## config.mk

```make
export PLATFORM = sky130hd
export DESIGN_NAME = eeprom_responder_flat
export DESIGN_NICKNAME = d
export VERILOG_FILES = /design/src/rtl/eeprom_bus_pkg.sv /design/src/rtl/eeprom_responder_if.sv /design/src/rtl/bus_input_sync.sv /design/src/rtl/eeprom_responder.sv /design/src/flat_wrapper.sv
export SDC_FILE = /design/constraint.sdc
export NUM_CORES = 2
export LEC_CHECK = 0
export BUFFER_PORTS_ARGS = -buffer_cell sky130_fd_sc_hd__buf_2
export CAP_MARGIN = 20
export CORE_MARGIN = 2
export CORE_UTILIZATION = 30
export CTS_CLUSTER_SIZE = 24
export DETAILED_ROUTE_END_ITERATION = 10
export HOLD_SLACK_MARGIN = 0.03
export PLACE_DENSITY = 0.46
export SYNTH_ARGS = -nofsm -noshare
export SYNTH_HDL_FRONTEND = slang
export SYNTH_SLANG_ARGS = --single-unit
```

## constraint.sdc

```tcl
create_clock -name sys_clk -period 9.5 [get_ports sys_clk]
set_input_delay 0 -clock sys_clk [delete_from_list [all_inputs] [get_ports sys_clk]]
set_output_delay 0 -clock sys_clk [all_outputs]
set_load 0.02 [all_outputs]
```

## src/rtl/eeprom_bus_pkg.sv

```systemverilog
// Shared definitions for the 3-wire EEPROM bus: field widths, opcodes and responder FSM encoding.
// Also imported by the MITM top level so both ends agree on the frame layout.
package eeprom_bus_pkg;

    localparam int OPCODE_W   = 3;
    localparam int ADDR_W     = 9;
    localparam int DATA_W     = 8;
    localparam int FRAME_BITS = OPCODE_W + ADDR_W + DATA_W;

    localparam logic [OPCODE_W-1:0] OP_READ  = 3'b110;
    localparam logic [OPCODE_W-1:0] OP_WRITE = 3'b101;

    typedef enum logic [2:0] {
        ST_IDLE    = 3'd0,
        ST_CMD     = 3'd1,
        ST_RD_DATA = 3'd2,
        ST_WR_DATA = 3'd3,
        ST_WAIT_SS = 3'd4
    } state_t;

endpackage

```

## src/rtl/eeprom_responder_if.sv

```systemverilog
// Bus pins and status outputs of eeprom_responder; wp_in exists only with
// EEPROM_RESPONDER_WRITE_PROTECT_EN defined.
interface eeprom_responder_if
    import eeprom_bus_pkg::*;
#(
    parameter int ADDR_BITS = ADDR_W
);
    logic                 ss_in;
    logic                 sclk_in;
    logic                 mosi_in;
    logic                 miso_out;
    logic                 busy;
    logic                 frame_done;
    logic                 cmd_err;
    logic [ADDR_BITS-1:0] last_addr;

`ifdef EEPROM_RESPONDER_WRITE_PROTECT_EN
    logic                 wp_in;

    modport slave  (input  ss_in, sclk_in, mosi_in, wp_in,
                    output miso_out, busy, frame_done, cmd_err, last_addr);
    modport master (output ss_in, sclk_in, mosi_in, wp_in,
                    input  miso_out, busy, frame_done, cmd_err, last_addr);
`else
    modport slave  (input  ss_in, sclk_in, mosi_in,
                    output miso_out, busy, frame_done, cmd_err, last_addr);
    modport master (output ss_in, sclk_in, mosi_in,
                    input  miso_out, busy, frame_done, cmd_err, last_addr);
`endif

endinterface

```

## src/rtl/bus_input_sync.sv

```systemverilog
// Multi-stage synchronizer for one asynchronous pin plus rise/fall detect.
// Level appears SYNC_STAGES cycles after the pin; edge pulses are one cycle wide.
module bus_input_sync #(
    parameter int SYNC_STAGES = 2
) (
    input  logic i_clk,
    input  logic i_rst,
    input  logic i_async,
    output logic o_level,
    output logic o_rise,
    output logic o_fall
);

    logic [SYNC_STAGES-1:0] r_sync;
    logic                   r_prev;

    always_ff @(posedge i_clk or posedge i_rst) begin
        if (i_rst) begin
            r_sync <= '0;
            r_prev <= 1'b0;
        end else begin
            r_sync <= (r_sync << 1) | SYNC_STAGES'(i_async);
            r_prev <= r_sync[SYNC_STAGES-1];
        end
    end

    assign o_level = r_sync[SYNC_STAGES-1];
    assign o_rise  = r_sync[SYNC_STAGES-1] & ~r_prev;
    assign o_fall  = ~r_sync[SYNC_STAGES-1] & r_prev;

endmodule

```

## src/rtl/eeprom_responder.sv

```systemverilog
// EEPROM-side responder for the 3-wire bus with a 512x8 store; pin edges act SYNC_STAGES+1 cycles late.
// Write protect input is present only when EEPROM_RESPONDER_WRITE_PROTECT_EN is defined.
module eeprom_responder
    import eeprom_bus_pkg::*;
#(
    parameter int OPCODE_BITS = OPCODE_W,
    parameter int ADDR_BITS   = ADDR_W,
    parameter int DATA_BITS   = DATA_W,
    parameter int SYNC_STAGES = 2
) (
    input  logic               sys_clk,
    input  logic               rst,
    eeprom_responder_if.slave  bus
);

    localparam int FRAME = OPCODE_BITS + ADDR_BITS + DATA_BITS;
    localparam int HDR   = OPCODE_BITS + ADDR_BITS;
    localparam int CNT_W = $clog2(FRAME + 1);
    localparam logic [CNT_W-1:0]       HDR_LAST   = CNT_W'(HDR - 1);
    localparam logic [CNT_W-1:0]       FRAME_LAST = CNT_W'(FRAME - 1);
    localparam logic [OPCODE_BITS-1:0] L_OP_READ  = OPCODE_BITS'(OP_READ);
    localparam logic [OPCODE_BITS-1:0] L_OP_WRITE = OPCODE_BITS'(OP_WRITE);

    logic w_ss_rise, w_ss_fall, w_sclk_rise, w_sclk_fall, w_mosi_lvl, w_wp_lvl;
    logic w_unused_ss_lvl, w_unused_sclk_lvl, w_unused_mosi_rise, w_unused_mosi_fall;

    bus_input_sync #(.SYNC_STAGES(SYNC_STAGES)) u_ss_sync (
        .i_clk(sys_clk), .i_rst(rst), .i_async(bus.ss_in),
        .o_level(w_unused_ss_lvl), .o_rise(w_ss_rise), .o_fall(w_ss_fall));

    bus_input_sync #(.SYNC_STAGES(SYNC_STAGES)) u_sclk_sync (
        .i_clk(sys_clk), .i_rst(rst), .i_async(bus.sclk_in),
        .o_level(w_unused_sclk_lvl), .o_rise(w_sclk_rise), .o_fall(w_sclk_fall));

    bus_input_sync #(.SYNC_STAGES(SYNC_STAGES)) u_mosi_sync (
        .i_clk(sys_clk), .i_rst(rst), .i_async(bus.mosi_in),
        .o_level(w_mosi_lvl), .o_rise(w_unused_mosi_rise), .o_fall(w_unused_mosi_fall));

`ifdef EEPROM_RESPONDER_WRITE_PROTECT_EN
    logic w_unused_wp_rise, w_unused_wp_fall;

    bus_input_sync #(.SYNC_STAGES(SYNC_STAGES)) u_wp_sync (
        .i_clk(sys_clk), .i_rst(rst), .i_async(bus.wp_in),
        .o_level(w_wp_lvl), .o_rise(w_unused_wp_rise), .o_fall(w_unused_wp_fall));
`else
    assign w_wp_lvl = 1'b0;
`endif

    state_t                 r_state, w_state_nxt;
    logic [CNT_W-1:0]       r_bit_cnt;
    logic [HDR-2:0]         r_shift;
    logic [ADDR_BITS-1:0]   r_addr;
    logic [DATA_BITS-1:0]   r_out;
    logic                   r_miso, r_err, r_frame_done, r_cmd_err;
    logic [ADDR_BITS-1:0]   r_last_addr;
    logic [DATA_BITS-1:0]   r_mem [2**ADDR_BITS];

    // Shift register is one bit short: the incoming bit completes the header in the decode cycle.
    logic [HDR-1:0]         w_shift_nxt;
    logic [OPCODE_BITS-1:0] w_hdr_op;
    logic [ADDR_BITS-1:0]   w_hdr_addr;
    logic                   w_clear, w_shift, w_decode, w_load_rd, w_mem_we;
    logic                   w_miso_drive, w_miso_clr, w_err_set, w_done;

    assign w_shift_nxt = {r_shift, w_mosi_lvl};
    assign w_hdr_op    = w_shift_nxt[HDR-1 -: OPCODE_BITS];
    assign w_hdr_addr  = w_shift_nxt[ADDR_BITS-1:0];

    always_ff @(posedge sys_clk or posedge rst) begin
        if (rst) r_state <= ST_IDLE;
        else     r_state <= w_state_nxt;
    end

    always_comb begin
        w_state_nxt  = r_state;
        w_clear      = 1'b0;
        w_shift      = 1'b0;
        w_decode     = 1'b0;
        w_load_rd    = 1'b0;
        w_mem_we     = 1'b0;
        w_miso_drive = 1'b0;
        w_miso_clr   = 1'b0;
        w_err_set    = 1'b0;
        w_done       = 1'b0;
        case (r_state)
            ST_IDLE: if (w_ss_rise) begin
                w_clear     = 1'b1;
                w_state_nxt = ST_CMD;
            end
            ST_CMD: begin
                if (w_ss_fall) begin
                    w_state_nxt = ST_IDLE;
                end else if (w_sclk_rise) begin
                    w_shift = 1'b1;
                    if (r_bit_cnt == HDR_LAST) begin
                        w_decode = 1'b1;
                        if (w_hdr_op == L_OP_READ) begin
                            w_load_rd   = 1'b1;
                            w_state_nxt = ST_RD_DATA;
                        end else if (w_hdr_op == L_OP_WRITE) begin
                            w_state_nxt = ST_WR_DATA;
                        end else begin
                            w_err_set   = 1'b1;
                            w_state_nxt = ST_WAIT_SS;
                        end
                    end
                end
            end
            ST_RD_DATA: begin
                if (w_ss_fall) begin
                    w_miso_clr  = 1'b1;
                    w_state_nxt = ST_IDLE;
                end else if (w_sclk_rise) begin
                    w_shift = 1'b1;
                    if (r_bit_cnt == FRAME_LAST) begin
                        w_miso_clr  = 1'b1;
                        w_state_nxt = ST_WAIT_SS;
                    end
                end else if (w_sclk_fall) begin
                    w_miso_drive = 1'b1;
                end
            end
            ST_WR_DATA: begin
                if (w_ss_fall) begin
                    w_state_nxt = ST_IDLE;
                end else if (w_sclk_rise) begin
                    w_shift = 1'b1;
                    if (r_bit_cnt == FRAME_LAST) begin
                        w_mem_we    = ~w_wp_lvl;
                        w_err_set   = w_wp_lvl;
                        w_state_nxt = ST_WAIT_SS;
                    end
                end
            end
            ST_WAIT_SS: if (w_ss_fall) begin
                w_done      = 1'b1;
                w_state_nxt = ST_IDLE;
            end
            default: w_state_nxt = ST_IDLE;
        endcase
    end

    always_ff @(posedge sys_clk or posedge rst) begin
        if (rst) begin
            r_bit_cnt    <= '0;
            r_shift      <= '0;
            r_addr       <= '0;
            r_out        <= '0;
            r_miso       <= 1'b0;
            r_err        <= 1'b0;
            r_frame_done <= 1'b0;
            r_cmd_err    <= 1'b0;
            r_last_addr  <= '0;
        end else begin
            if (w_clear) begin
                r_bit_cnt <= '0;
                r_shift   <= '0;
                r_err     <= 1'b0;
            end else if (w_shift) begin
                r_bit_cnt <= r_bit_cnt + CNT_W'(1);
                r_shift   <= w_shift_nxt[HDR-2:0];
            end
            if (w_decode)  r_addr <= w_hdr_addr;
            if (w_err_set) r_err  <= 1'b1;
            if (w_load_rd) begin
                r_out <= r_mem[w_hdr_addr];
            end else if (w_miso_drive) begin
                r_out <= {r_out[DATA_BITS-2:0], 1'b0};
            end
            if (w_miso_clr)        r_miso <= 1'b0;
            else if (w_miso_drive) r_miso <= r_out[DATA_BITS-1];
            r_frame_done <= w_done;
            r_cmd_err    <= w_done & r_err;
            if (w_done) r_last_addr <= r_addr;
        end
    end

    // Storage is deliberately outside reset so contents survive a mid-frame reset.
    always_ff @(posedge sys_clk) begin
        if (w_mem_we) r_mem[r_addr] <= w_shift_nxt[DATA_BITS-1:0];
    end

    assign bus.miso_out   = r_miso;
    assign bus.busy       = (r_state != ST_IDLE);
    assign bus.frame_done = r_frame_done;
    assign bus.cmd_err    = r_cmd_err;
    assign bus.last_addr  = r_last_addr;

endmodule

```

## src/flat_wrapper.sv

```systemverilog
// flat-port wrapper written by rule: the top's interface ports become plain ports
module eeprom_responder_flat import eeprom_bus_pkg::*;
#(
    parameter int OPCODE_BITS = OPCODE_W,
    parameter int ADDR_BITS   = ADDR_W,
    parameter int DATA_BITS   = DATA_W,
    parameter int SYNC_STAGES = 2
)
  (sys_clk, rst, bus_ss_in, bus_sclk_in, bus_mosi_in, bus_miso_out, bus_busy, bus_frame_done, bus_cmd_err, bus_last_addr);
  eeprom_responder_if #(.ADDR_BITS(ADDR_BITS)) bus_i ();
  input  logic sys_clk;
  input  logic rst;
  input wire logic [$bits(bus_i.ss_in)-1:0] bus_ss_in;
  input wire logic [$bits(bus_i.sclk_in)-1:0] bus_sclk_in;
  input wire logic [$bits(bus_i.mosi_in)-1:0] bus_mosi_in;
  output wire logic [$bits(bus_i.miso_out)-1:0] bus_miso_out;
  output wire logic [$bits(bus_i.busy)-1:0] bus_busy;
  output wire logic [$bits(bus_i.frame_done)-1:0] bus_frame_done;
  output wire logic [$bits(bus_i.cmd_err)-1:0] bus_cmd_err;
  output wire logic [$bits(bus_i.last_addr)-1:0] bus_last_addr;
  assign bus_i.ss_in = bus_ss_in;
  assign bus_i.sclk_in = bus_sclk_in;
  assign bus_i.mosi_in = bus_mosi_in;
  assign bus_miso_out = bus_i.miso_out;
  assign bus_busy = bus_i.busy;
  assign bus_frame_done = bus_i.frame_done;
  assign bus_cmd_err = bus_i.cmd_err;
  assign bus_last_addr = bus_i.last_addr;
  eeprom_responder #(.OPCODE_BITS(OPCODE_BITS), .ADDR_BITS(ADDR_BITS), .DATA_BITS(DATA_BITS), .SYNC_STAGES(SYNC_STAGES)) u_core (.sys_clk(sys_clk), .rst(rst), .bus(bus_i));
endmodule
```

Word level (Yosys, flattened, before mapping)
Memories as Yosys holds them, arrays and structs flattened.
Index checks and enable logic that the tools add are counted.
{"block": "op_classes", "n_eq_ne": 14, "addsub": 1, "mux": 55, "bitwise": 12, "n_reduce_logical": 9}
{"op": "1-bit 2-to-1 mux", "n": 38}
{"op": "3-bit 2-to-1 mux", "n": 10}
{"op": "11-bit 2-to-1 mux", "n": 2}
{"op": "8-bit 2-to-1 mux", "n": 2}
{"op": "3-bit case mux with 4 select lines", "n": 1}
{"op": "5-bit 2-to-1 mux", "n": 2}
{"op": "3-bit equality test (second input constant)", "n": 3}
{"op": "2-bit nonzero test", "n": 4}
{"op": "3-bit by 2-bit equality test with 1-bit output (second input constant)", "n": 2}
{"op": "3-bit by 1-bit != test with 1-bit output (second input constant)", "n": 2}
{"op": "2-bit by 1-bit OR with 2-bit output", "n": 3}
{"op": "6-bit AND reduction", "n": 1}
{"op": "5-bit by 1-bit adder with 5-bit output (second input constant)", "n": 1}
{"op": "1-bit AND", "n": 5}
{"op": "5-bit by 4-bit equality test with 1-bit output (second input constant)", "n": 1}
{"op": "5-bit equality test (second input constant)", "n": 1}
{"op": "2-bit != test (second input constant)", "n": 2}
{"op": "1-bit inverter", "n": 4}
{"op": "3-bit by 1-bit equality test with 1-bit output (second input constant)", "n": 1}
{"op": "3-bit zero test", "n": 1}
{"op": "3-bit by 2-bit != test with 1-bit output (second input constant)", "n": 1}
{"op": "3-bit != test (second input constant)", "n": 1}
{"op": "3-bit nonzero test", "n": 1}
{"op": "3-bit OR reduction", "n": 1}
{"op": "2-bit OR reduction", "n": 1}
{"block": "word_totals", "register_bits": 57, "input_bits": 5, "ramBits": 4096, "n_memories": 1}
{"name": "u_core.r_mem", "words": 512, "word_bits": 8, "read_ports": 1, "rd_clocked_by_memory_dff": 0, "wr": 1, "line": "eeprom_responder.sv:56", "text": "logic [DATA_BITS-1:0] r_mem [2**ADDR_BITS];"}

Depth between registers and ports, before layout
{"block": "logic_depth", "word_depth": 8, "ltp_mapped": 15, "depth_no_buf": 9}

Cells and area by module
A second synthesis with hierarchy kept.
{"block": "unflattened", "hier_cells": 8307, "area_unflattened_um2": 163872.2}
{"module": "eeprom_responder", "area_each_um2": 163590.6, "instances": 1, "seq_area_each_um2": 124224.1, "cells_each": 8289}
{"module": "bus_input_sync", "area_each_um2": 93.8, "instances": 3, "seq_area_each_um2": 75.1, "cells_each": 6}

Least setup slack after synthesis
Ideal clock, no wire load.
{"block": "synth_path", "kind": "register to register", "start": "reg u_core.r_shift[5]", "end": "reg u_core.r_out[0]", "synth_period_minus_slack_ns": 9.283, "stages_incl_launch_ff": 10, "n_path_buf": 1, "setup_ns": 0.095, "setup_slack_ns": 0.217, "arrival_ns": 9.187, "path_cell_list": "dfrtp_1 buf_2 nor3b_1 nand2_1 a2111oi_0 or4_1 a21oi_1 o211ai_1 or4_1 o31ai_1"}
{"block": "synth_via", "elab_chain_cells": 2}
{"element": "start: declaration", "line": "eeprom_responder.sv:51", "text": "logic [HDR-2:0] r_shift;"}
{"element": "start signal: assignment", "line": "eeprom_responder.sv:161", "text": "r_shift <= w_shift_nxt[HDR-2:0];"}
{"element": "memory read 512 x 8 bit"}
{"element": "8-bit 2-to-1 mux", "line": "eeprom_responder.sv:165", "text": "if (w_load_rd) begin"}
{"element": "end signal: assignment", "line": "eeprom_responder.sv:166", "text": "r_out <= r_mem[w_hdr_addr];"}
{"element": "end signal: assignment", "line": "eeprom_responder.sv:168", "text": "r_out <= {r_out[DATA_BITS-2:0], 1'b0};"}
{"element": "end: declaration", "line": "eeprom_responder.sv:53", "text": "logic [DATA_BITS-1:0] r_out;"}
Every way passes these cells.
A chain may end at the register's enable or synchronous reset.

Final worst setup path
{"block": "layout_path", "start": "reg u_core.u_mosi_sync.r_sync[1]", "end": "reg u_core.r_out[0]"}
{"block": "layout_via", "elab_chain_cells": 2}
{"element": "start: declaration", "line": "bus_input_sync.sv:14", "text": "logic [SYNC_STAGES-1:0] r_sync;"}
{"element": "start signal: assignment", "line": "bus_input_sync.sv:22", "text": "r_sync <= (r_sync << 1) | SYNC_STAGES'(i_async);"}
{"element": "memory read 512 x 8 bit"}
{"element": "8-bit 2-to-1 mux", "line": "eeprom_responder.sv:165"}
Every way passes these cells.

==> flow_summary.ini <==
[sta]
period_needed_ns = 5.81
hold_viol = 0
fmax_ghz = 0.172
post-route-period-util_pct = 61.1
rsz0062_at_grt = no
tns_ns = 0
slew_headroom_pct = 18.7
setup_viol = 0
final-max-slew-violation-count = 0
tightest_slew_ns = 1.19
skew_ns = 0.0611

[setup_path]
crit_fanout = 82
worstPathRequired_ns = 10.34
critPathSlowestCell = dfrtp_4
critPathKind = reg -> reg
rr_worst_depth = 11
endpoint_kind = flop
cp_slowest_stage_delay_ns = 1.04
crit_path_cell_trace = buf_4, buf_12, buf_4, buf_12, mux4_2, a22oi_1, nand2_1, a211oi_1, o22ai_1, mux2i_1, o31ai_1
startpoint_type = flop
cp_data_arrival_time_ns = 6.65

[layout]
finalNonFillerCells = 15900
register_area_sq_um = 124000
area_growth_pct = 13.7
design_area_sq_um = 184000
final_net_count = 8276
fillers = 50500
drive_gt1_share_pct = 19.1
multi_input_comb_area_sq_um = 34800

[logic_synthesis]
synth_compound_area_share_pct = 3.87
synth_simple_gate_area_share_pct = 2.90
yosysWarnings = 0
synth-adder-area-share_pct = 0.00771
netlist.area_leader.share_pct = 75.8
synth_nets = 8130
synth_cell_types = 81
synth-seq-cells = 4153
synthMuxAreaShare_pct = 14.5
syn_avg_cell_area_sq_um = 20.0
yosys.area.top_type = edfxtp_1
async_flop_share_pct = 1.37
seq_area_frac_synth_pct = 76.7
synth_ff_type = edfxtp_1
synth_edf_count = 4096
synth_top_cells_by_area = edfxtp_1 (76%), mux4_2 (9.8%), mux2i_1 (4.2%), nor2_1 (1.4%), o221ai_1 (0.88%)
synth-xor-area-share_pct = 0.0270
syn_area_sq_um = 162000
syn_inst = 8124
synth_top_family_by_area = multiplexers

[floorplan]
ios = 18
die_area_sq_um = 546000
rows = 270
die_h_um = 739
fp.dieW_um = 739
initial_core_util_pct = 30.1
core_sq_um = 540000

[detailed_routing]
dr.pass1.iters = 5
viasPerCell = 5.08
drt_iter0_drc = 8444
ant_nets = 0
wirelength_mm = 465
wl_per_cell_um = 29.3
drc_errors = 0
vias = 80600

[job]
cap_violations = 0

[place]
routabilityCongestion = 0.808
post_dp_cell_area_sq_um = 170000
dp.cells = 15000
hpwl_mm = 279
port_buffers = 17

[min_path]
min-delay-path-class = in -> async

[power_and_ir_drop]
p_int_mw = 31.3
irDropWorstVdd_v = 0.000177
netSwitchingFraction_pct = 24.5
p_leak_nw = 56.1
pwr-share-comb_pct = 9.7
pwr_density_cell_nw_per_um2 = 225
clkPwrFrac_pct = 40.6
p_seq_share_pct = 49.7
switchingPower_mw = 10.1

[global_route]
antenna_found_initial = 23
grt_overflow = 0
grt_start_max_net_pins = 149
grt.total_usage_pct = 16.5
use_met3_pct = 2.46
grtUsageMet1_pct = 23.1
grt_busiest_layer = met2
met2_usage_pct = 26.8
grt_pass1_wl_mm = 649
grt_pass1_vias = 81600

[clock_tree]
insertion_delay_ns = 1.03
clkTransAtPathRegs_ns = 0.06
cts.path.max_buffers = 4
clock-root-buffer = clkbuf_16
ctsResizeCount = 0
cts_tree = yes
cts-buffers-inserted = 437
htreeDepth = 5
clkSinkCount = 4153

[run_status]
run_status = finished clean
## sequential cells by signal (all words and copies together) (netlist names), 2 cells and up
signal / flops
u_core.r_mem: 4096
u_core.r_shift: 11
u_core.bus.last_addr: 9
u_core.r_addr: 9
u_core.r_out: 8
u_core.r_bit_cnt: 5
u_core.r_state: 3
u_core.u_mosi_sync.r_sync: 2
u_core.u_sclk_sync.r_sync: 2
u_core.u_ss_sync.r_sync: 2
## layout by cell type (no fill, tap or decap), types with 112 or more instances in the layout
| master | synthesis | final |
|---|---|---|
| clkbuf_1 | 244 | 112 |
| edfxtp_1 | 4096 | 4096 |
| buf_4 | 42 | 167 |
| clkbuf_16 | 0 | 449 |
| o21ai_0 | 129 | 128 |
| mux2i_1 | 683 | 683 |
| nand2_1 | 209 | 196 |
| o22ai_1 | 163 | 163 |
| o221ai_1 | 163 | 163 |
| a21oi_1 | 113 | 113 |
| mux4_2 | 708 | 708 |
| nor2_1 | 623 | 621 |
## worst max-delay path: cells and delay by family (launching register included)
| kind | cells | cell delay [ns] |
|---|---|---|
| buffers and inverters | 4 | 1.63 |
| multiplexers | 2 | 1.41 |
| AO/OA/AOI/OAI | 4 | 1.15 |
| flip-flops | 1 | 1.04 |
| AND/OR/NAND/NOR | 1 | 0.08 |
## timing repair
item / CTS / global route
buffers inserted: 0 / 0
hold buffers: 8 / 0
endpoints found under the hold margin: 60 / 0
## power groups by stage
stage               Clock, mW  Combinational, mW  Sequential, mW
floorplan                   0               2.24            21.5
global placement            0               4.03            21.0
detailed placement          0               4.09            21.0
CTS                      17.2               4.09            20.6
global route             17.9               4.26            20.6
finish                   16.8               4.03            20.6
## final cells by class
cell class | instances | area share, %
sequential | 4153 | 67.5
multi-input combinational | 3444 | 18.9
clock buffer | 572 | 6.40
tap | 7208 | 4.89
clock inverter | 238 | 1.19
timing repair buffer | 223 | 1.10
inverter | 11 | 0.0305
antenna | 6 | 0.00814
## worst paths after layout
| check | startpoint | end | slack, ns |
|---|---|---|---|
| min in group sys_clk | bus_mosi_in | u_core.u_mosi_sync.r_sync[0]$_DFF_PP0_ | 0.20 |
| worst min-delay path | rst | u_core.bus.frame_done$_DFF_PP0_ | 0.13 |
| max in group asynchronous | rst | u_core.r_shift[5]$_DFFE_PP0P_ | 8.20 |
| worst max-delay path | u_core.u_mosi_sync.r_sync[1]$_DFF_PP0_ | u_core.r_out[0]$_DFFE_PP0P_ | 3.69 |
| worst max register to register | u_core.u_mosi_sync.r_sync[1]$_DFF_PP0_ | u_core.r_out[0]$_DFFE_PP0P_ | 3.69 |
| worst min register to register | u_core.u_mosi_sync.r_sync[0]$_DFF_PP0_ | u_core.u_mosi_sync.r_sync[1]$_DFF_PP0_ | 0.35 |
## Yosys cell counts (8+ instances only)
cell	instances
o22ai_1	163
nand4_1	9
a21oi_1	113
nor2b_1	19
a22oi_1	87
buf_12	8
dfrtp_1	57
nor4_1	18
a211o_1	10
o21ai_0	129
nand2_1	209
mux2i_1	683
and2_1	10
buf_1	25
buf_4	42
o221ai_1	163
o2111ai_1	13
a211oi_1	55
mux2_2	35
o31ai_1	45
nor3_1	85
or3_1	10
mux4_2	708
a31oi_1	13
clkbuf_1	244
buf_6	88
nand3_1	80
buf_2	89
inv_1	10
mux4_1	11
edfxtp_1	4096
buf_8	17
a22o_1	16
a221oi_1	44
nor2_1	623
## per-layer routing
metal | vias up | part of all wire, %
met4 | 2 | 2.6
met2 | 2469 | 48
met1 | 43600 | 44
li1 | 33900 | -
met5 | - | 0.0028
met3 | 581 | 5.9
## stage by stage
step | setup slack [ns] | hold slack (ns) | util, % | power (mW)
after global routing | 3.55 | 0.132 | 34.2 | 42.7
final | 3.69 | 0.133 | 34.2 | 41.5
after CTS | 3.72 | 0.0659 | 34.2 | 41.9
after detailed placement | 3.72 | 0.0342 | 31.6 | 25.1
after global placement | 3.30 | 0.0250 | 31.5 | 25.0
after floorplan | 0.217 | 0.0314 | - | 23.7
## logic make-up (layout without fill, tap and decap cells)
group                    count (synthesis)  after routing
AO/OA/AOI/OAI                          897            897
XOR/XNOR                                 5              5
adder cells (fa/ha/maj)                  1              1
buffers and inverters                  527           1044
flip-flops                            4153           4153
multiplexers                          1437           1437
other                                    0              6
AND/OR/NAND/NOR                       1104           1104
Note: power is estimated with default switching activity, not from simulation.
